`src/rtl/urv_defs.sv`:
```
// Shared definitions for the uRV instruction-memory Wishbone bridge.
package urv_defs;

    localparam int unsigned TAG_W = 30;

    localparam logic [1:0] ST_IDLE = 2'd0;
    localparam logic [1:0] ST_REQ  = 2'd1;
    localparam logic [1:0] ST_WAIT = 2'd2;

    typedef enum logic [1:0] {
        IDLE = ST_IDLE,
        REQ  = ST_REQ,
        WAIT = ST_WAIT
    } state_t;

    localparam logic [3:0] WB_SEL_WORD = 4'hf;

endpackage

```
`src/rtl/urv_wb_timeout.sv`:
```
// Bus-cycle watchdog: cleared on strobe acceptance, counts waiting cycles,
// flags the g_timeout-th waiting cycle and restarts from zero.
module urv_wb_timeout #(
    parameter int unsigned g_timeout = 8
) (
    input  logic clk_i,
    input  logic rst_i,
    input  logic load_i,
    input  logic en_i,
    output logic expire_c
);

    localparam int unsigned CNT_W = $clog2(g_timeout + 1);
    localparam logic [CNT_W-1:0] CNT_LAST = CNT_W'(g_timeout - 1);

    logic [CNT_W-1:0] cnt;

    assign expire_c = en_i && (cnt == CNT_LAST);

    // Wait-cycle counter.
    always_ff @(posedge clk_i) begin
        if (rst_i || load_i || expire_c) begin
            cnt <= '0;
        end else if (en_i) begin
            cnt <= cnt + CNT_W'(1);
        end
    end

endmodule

```
`src/rtl/urv_imem_wb_bridge.sv`:
```
// Fetch-side instruction memory port served by a pipelined Wishbone master,
// with a one-word hold buffer answering repeated fetches of the same word.
module urv_imem_wb_bridge
    import urv_defs::*;
#(
    parameter int unsigned g_timeout = 0
) (
    input  logic        clk_i,
    input  logic        rst_i,
    input  logic [31:0] im_addr_i,
    output logic [31:0] im_data_o,
    output logic        im_valid_o,
    output logic        im_fault_o,
    input  logic        inv_i,
    output logic [31:0] wb_adr_o,
    output logic        wb_cyc_o,
    output logic        wb_stb_o,
    output logic        wb_we_o,
    output logic [3:0]  wb_sel_o,
    input  logic        wb_stall_i,
    input  logic        wb_ack_i,
    input  logic        wb_err_i,
    input  logic [31:0] wb_dat_i
);

    state_t           state;
    logic [TAG_W-1:0] req_tag;
    logic [TAG_W-1:0] buf_tag;
    logic [31:0]      buf_data;
    logic             buf_valid;

    logic [TAG_W-1:0] addr_tag_c;
    logic             hit_c;
    logic             same_c;
    logic             resp_c;
    logic             err_c;
    logic             ack_c;
    logic             tmo_c;
    logic             stb_take_c;

    assign addr_tag_c = im_addr_i[31:2];
    assign hit_c      = buf_valid && (buf_tag == addr_tag_c) && !inv_i;
    assign same_c     = (req_tag == addr_tag_c);
    assign stb_take_c = (state == REQ) && !wb_stall_i;
    // A response may land in the same cycle the strobe is accepted.
    assign resp_c     = (state == WAIT) || stb_take_c;
    assign err_c      = resp_c && (wb_err_i || tmo_c);
    assign ack_c      = resp_c && wb_ack_i && !err_c;

    assign wb_we_o  = 1'b0;
    assign wb_sel_o = WB_SEL_WORD;

    // Optional watchdog on the outstanding bus cycle.
    generate
        if (g_timeout > 0) begin : g_tmo
            urv_wb_timeout #(
                .g_timeout(g_timeout)
            ) u_tmo (
                .clk_i    (clk_i),
                .rst_i    (rst_i),
                .load_i   (stb_take_c),
                .en_i     (state == WAIT),
                .expire_c (tmo_c)
            );
        end else begin : g_no_tmo
            assign tmo_c = 1'b0;
        end
    endgenerate

    // Bus FSM, hold buffer and fetch-side response.
    always_ff @(posedge clk_i) begin
        if (rst_i) begin
            state      <= IDLE;
            wb_cyc_o   <= 1'b0;
            wb_stb_o   <= 1'b0;
            wb_adr_o   <= '0;
            req_tag    <= '0;
            buf_valid  <= 1'b0;
            buf_tag    <= '0;
            buf_data   <= '0;
            im_valid_o <= 1'b0;
            im_data_o  <= '0;
            im_fault_o <= 1'b0;
        end else begin
            im_valid_o <= 1'b0;
            im_fault_o <= 1'b0;

            if (hit_c) begin
                im_valid_o <= 1'b1;
                im_data_o  <= buf_data;
            end

            if (inv_i) begin
                buf_valid <= 1'b0;
            end

            case (state)
                IDLE: begin
                    if (!hit_c) begin
                        wb_adr_o <= {addr_tag_c, 2'b00};
                        req_tag  <= addr_tag_c;
                        wb_cyc_o <= 1'b1;
                        wb_stb_o <= 1'b1;
                        state    <= REQ;
                    end
                end
                REQ: begin
                    if (!wb_stall_i) begin
                        wb_stb_o <= 1'b0;
                        state    <= WAIT;
                    end
                end
                WAIT: begin
                end
                default: state <= IDLE;
            endcase

            // Termination; the word is kept even if the fetch moved on.
            if (err_c) begin
                wb_cyc_o   <= 1'b0;
                state      <= IDLE;
                im_fault_o <= same_c;
            end else if (ack_c) begin
                wb_cyc_o <= 1'b0;
                state    <= IDLE;
                if (!inv_i) begin
                    buf_valid <= 1'b1;
                    buf_tag   <= req_tag;
                    buf_data  <= wb_dat_i;
                    if (same_c) begin
                        im_valid_o <= 1'b1;
                        im_data_o  <= wb_dat_i;
                    end
                end
            end
        end
    end

endmodule

```
`config.mk`:
```
export PLATFORM = sky130hd
export DESIGN_NAME = urv_imem_wb_bridge
export DESIGN_NICKNAME = d
export VERILOG_FILES = /design/src/rtl/urv_defs.sv /design/src/rtl/urv_wb_timeout.sv /design/src/rtl/urv_imem_wb_bridge.sv
export SDC_FILE = /design/constraint.sdc
export NUM_CORES = 1
export LEC_CHECK = 0
export CELL_PAD_IN_SITES_DETAIL_PLACEMENT = 1
export CELL_PAD_IN_SITES_GLOBAL_PLACEMENT = 2
export CORE_MARGIN = 3
export CORE_UTILIZATION = 29
export CTS_CLUSTER_DIAMETER = 80
export DETAILED_ROUTE_END_ITERATION = 8
export PLACE_DENSITY_LB_ADDON = 0.05
export SETUP_SLACK_MARGIN = 0.1
export SLEW_MARGIN = 20
export SYNTH_ARGS = -nofsm -noshare
export SYNTH_HDL_FRONTEND = slang
export SYNTH_HIERARCHICAL = 1
export SYNTH_SLANG_ARGS = --single-unit
export TNS_END_PERCENT = 10
```
`constraint.sdc`:
```
create_clock -name clk_i -period 3.2 [get_ports clk_i]
set_input_delay 0.48 -clock clk_i [delete_from_list [all_inputs] [get_ports clk_i]]
set_output_delay 0.48 -clock clk_i [all_outputs]
set_load 0.01 [all_outputs]
```
==> summary.txt <==
clock net sink count - 131
yosys warns - 6
min-delay worst type - flop to flop
Syn-to-layout area delta - 42.3%
Tmin final - 2.81 ns
Crit path required time - 3.51 ns
DRC viols - 0
postcts setup bufs - 0
IO buf count - 133
leading area contributor after synthesis - dfxtp_1
final net count - 807
Setup Skew - 0.00752 ns
worst ir drop on vdd - 0.351 mV
Final Hold Vio Count - 0
clock buffer depth - 2
DR vias - 4,754
Vert. Die Dim - 145 um
site row count - 50
proportion of synthesized chip area in sequential cells - 46.5%
Reg2Reg Setup Slack - 0.54 ns
Crit Path Class - input port to flop
Routability Congestion - 0.753
Avg Cell Area, Syn - 9.42 um2
clock latency on the worst-skew pair - 0.41 ns
share of Yosys cell area claimed by the top area cell type - 46.5%
FMAX - 356 MHz
Reg clk slew, reported paths - 0.06 ns
Pre-Repair DR Iteration Count - 4
synth unique cells - 31
cell leakage power - 3.19 nW
Placed Instances - 978
Yosys reg bits - 131
Rel. slew slack - 45.2%
Mapped Area - 5630 um2
number of DRC markers in iteration 0 - 173
CTS buffer count - 17
pin count of the biggest net entering global routing - 64
Cell Pwr Density - 513 nW/um2
RSZ-0062 raised after global routing - no
slew at the pin with the worst max-slew slack - 0.821 ns
crit path capture type - flop
GRT Total Usage - 16.5%
vias in the first global route - 5,101
Worst Path Max Fanout - 34
post-route insts no fill - 1,008
Initial Utilization - 29.8%
Detailed Route WL - 17,400 um
CTS HTree Levels - 4
fin crit share - 87.8%
total global routing overflow - 0
IO Count - 143
Final HPWL DP - 11,600 um
max_cap viols - 0
Core Area - 18,900 um2
final hold slack - 0.461 ns
Synth area leaders - dfxtp_1 47%, mux2i_1 11%, xor2_1 9.0%, a221oi_2 7.5%, nor2_1 6.5%
Hold Buf Count CTS - 0
cts repair resizes - 0
Ant. Diodes - 0
Die Span X - 145 um
first-pass GRT wire length - 28,000 um
die area - 21,100 um2
post-route ant nets - 0
outcome - completed
max-slew violations - 0
Setup Viol. Count Final - 0
initial antenna violation count - 0
layout cell share with drive strength beyond 1 - 13.1%
Synth Instances - 598
WL per Instance - 17.2 um
WP data arrival - 3.12 ns
CTS root buf - clkbuf_16
CTS tree - yes
CP Launch Type - input port
vias per cell - 4.72
-- path summary, 6_finish.rpt --
| path | end | startpoint | cells after the start |
|---|---|---|---|
| worst max register to register | im_data_o[26]$_SDFF_PP0_ | req_tag[14]$_SDFFE_PP0P_ | 8 |
| worst min-delay path | wb_cyc_o$_SDFFE_PP0P_ | wb_cyc_o$_SDFFE_PP0P_ | 2 |
| worst max-delay path | im_data_o[26]$_SDFF_PP0_ | im_addr_i[16] | 9 |
| worst min register to register | wb_cyc_o$_SDFFE_PP0P_ | wb_cyc_o$_SDFFE_PP0P_ | 2 |
-- cells in the final DEF, fill, tap and decap left out, drive strengths merged, types with 2 or more instances in the layout --
master,instances
a211oi,3
a21oi,35
a221oi,31
buf,32
bufinv,2
clkbuf,23
clkdlybuf4s50,132
clkinvlp,5
conb,7
dfxtp,131
inv,2
mux2i,62
nand2,65
nand4,3
nor2,97
nor3,33
nor4,15
xnor2,2
xor2,58
-- power breakdown --
part / internal (mW) / switching [mW] / total [mW]
sequential: 1.67 / 0.0436 / 1.72
clock: 1.26 / 0.711 / 1.97
combinational: 0.224 / 0.200 / 0.424
-- metrics by stage --
step                TNS, ns  utilization (%)  total power, mW  setup slack (ns)  area [um2]
CTS                       0             42.4             4.19             0.334        8020
floorplan                 0                -             1.93             0.789        5650
detailed placement    -1.57             39.2             2.18            -0.104        7410
global placement     -0.706             39.2             2.18           -0.0565        7410
finish                    0             42.4             4.12             0.389        8020
global route              0             42.4             4.28             0.286        8020
-- flip-flops by register name (all words and copies together) (netlist names) --
register,flops
state,2
buf_valid,1
buf_data,32
wb_stb_o,1
im_valid_o,1
buf_tag,30
im_data_o,32
req_tag,30
im_fault_o,1
wb_cyc_o,1
-- cell type report --
| type | instances | area [um2] |
|---|---|---|
| fill | 2153 | 10900 |
| multi-input combinational | 421 | 2810 |
| sequential | 131 | 2620 |
| timing repair buffer | 164 | 1650 |
| clock buffer | 23 | 508 |
| tap | 260 | 325 |
| clock inverter | 7 | 97.6 |
| inverter | 2 | 7.51 |
-- kinds of logic after synthesis --
family                 Yosys count  share of synthesized area (%)
AND/OR/NAND/NOR                221                           16.8
flip-flops                     131                           46.5
buffers and inverters           51                           4.40
AO/OA/AOI/OAI                   71                           11.7
other                            2                          0.133
multiplexers                    62                           11.0
XOR/XNOR                        60                           9.33
-- routing by layer --
layer	up-vias	wire length, um	global-route usage [%]
met5	-	0	0
met4	0	119	3.85
met3	8	770	4.86
met2	88	8760	28.7
met1	2337	7720	20.2
li1	2321	-	-
-- cell usage after synthesis --
library cell and instances:
nand3_1 1, nor4b_1 1, buf_4 8, a21oi_1 35
buf_1 1, nand2b_1 1, nor3_1 33, o31ai_1 1
a221oi_2 28, or4_1 1, o21ai_1 1, nor4_1 15
or4b_1 1, xnor2_1 2, buf_6 3, clkbuf_1 34
buf_2 3, or2_2 1, nor2_1 97, a221oi_1 3
mux2i_1 62, a211oi_1 2, dfxtp_1 131, nand4_1 3
xor2_1 58, a211oi_2 1, nor3b_2 1, and3_1 1
nand2_1 65, inv_1 2, conb_1 2
-- critical path, cell delays in order --
cell,delay [ns]
clkdlybuf4s50_1,0.43
xor2_1,0.19
nor4_1,0.37
buf_4,0.18
nand4_1,0.11
buf_4,0.18
or4_2,0.68
buf_12,0.23
a221oi_1,0.26
No activity file was read; power rests on OpenSTA's default activity.
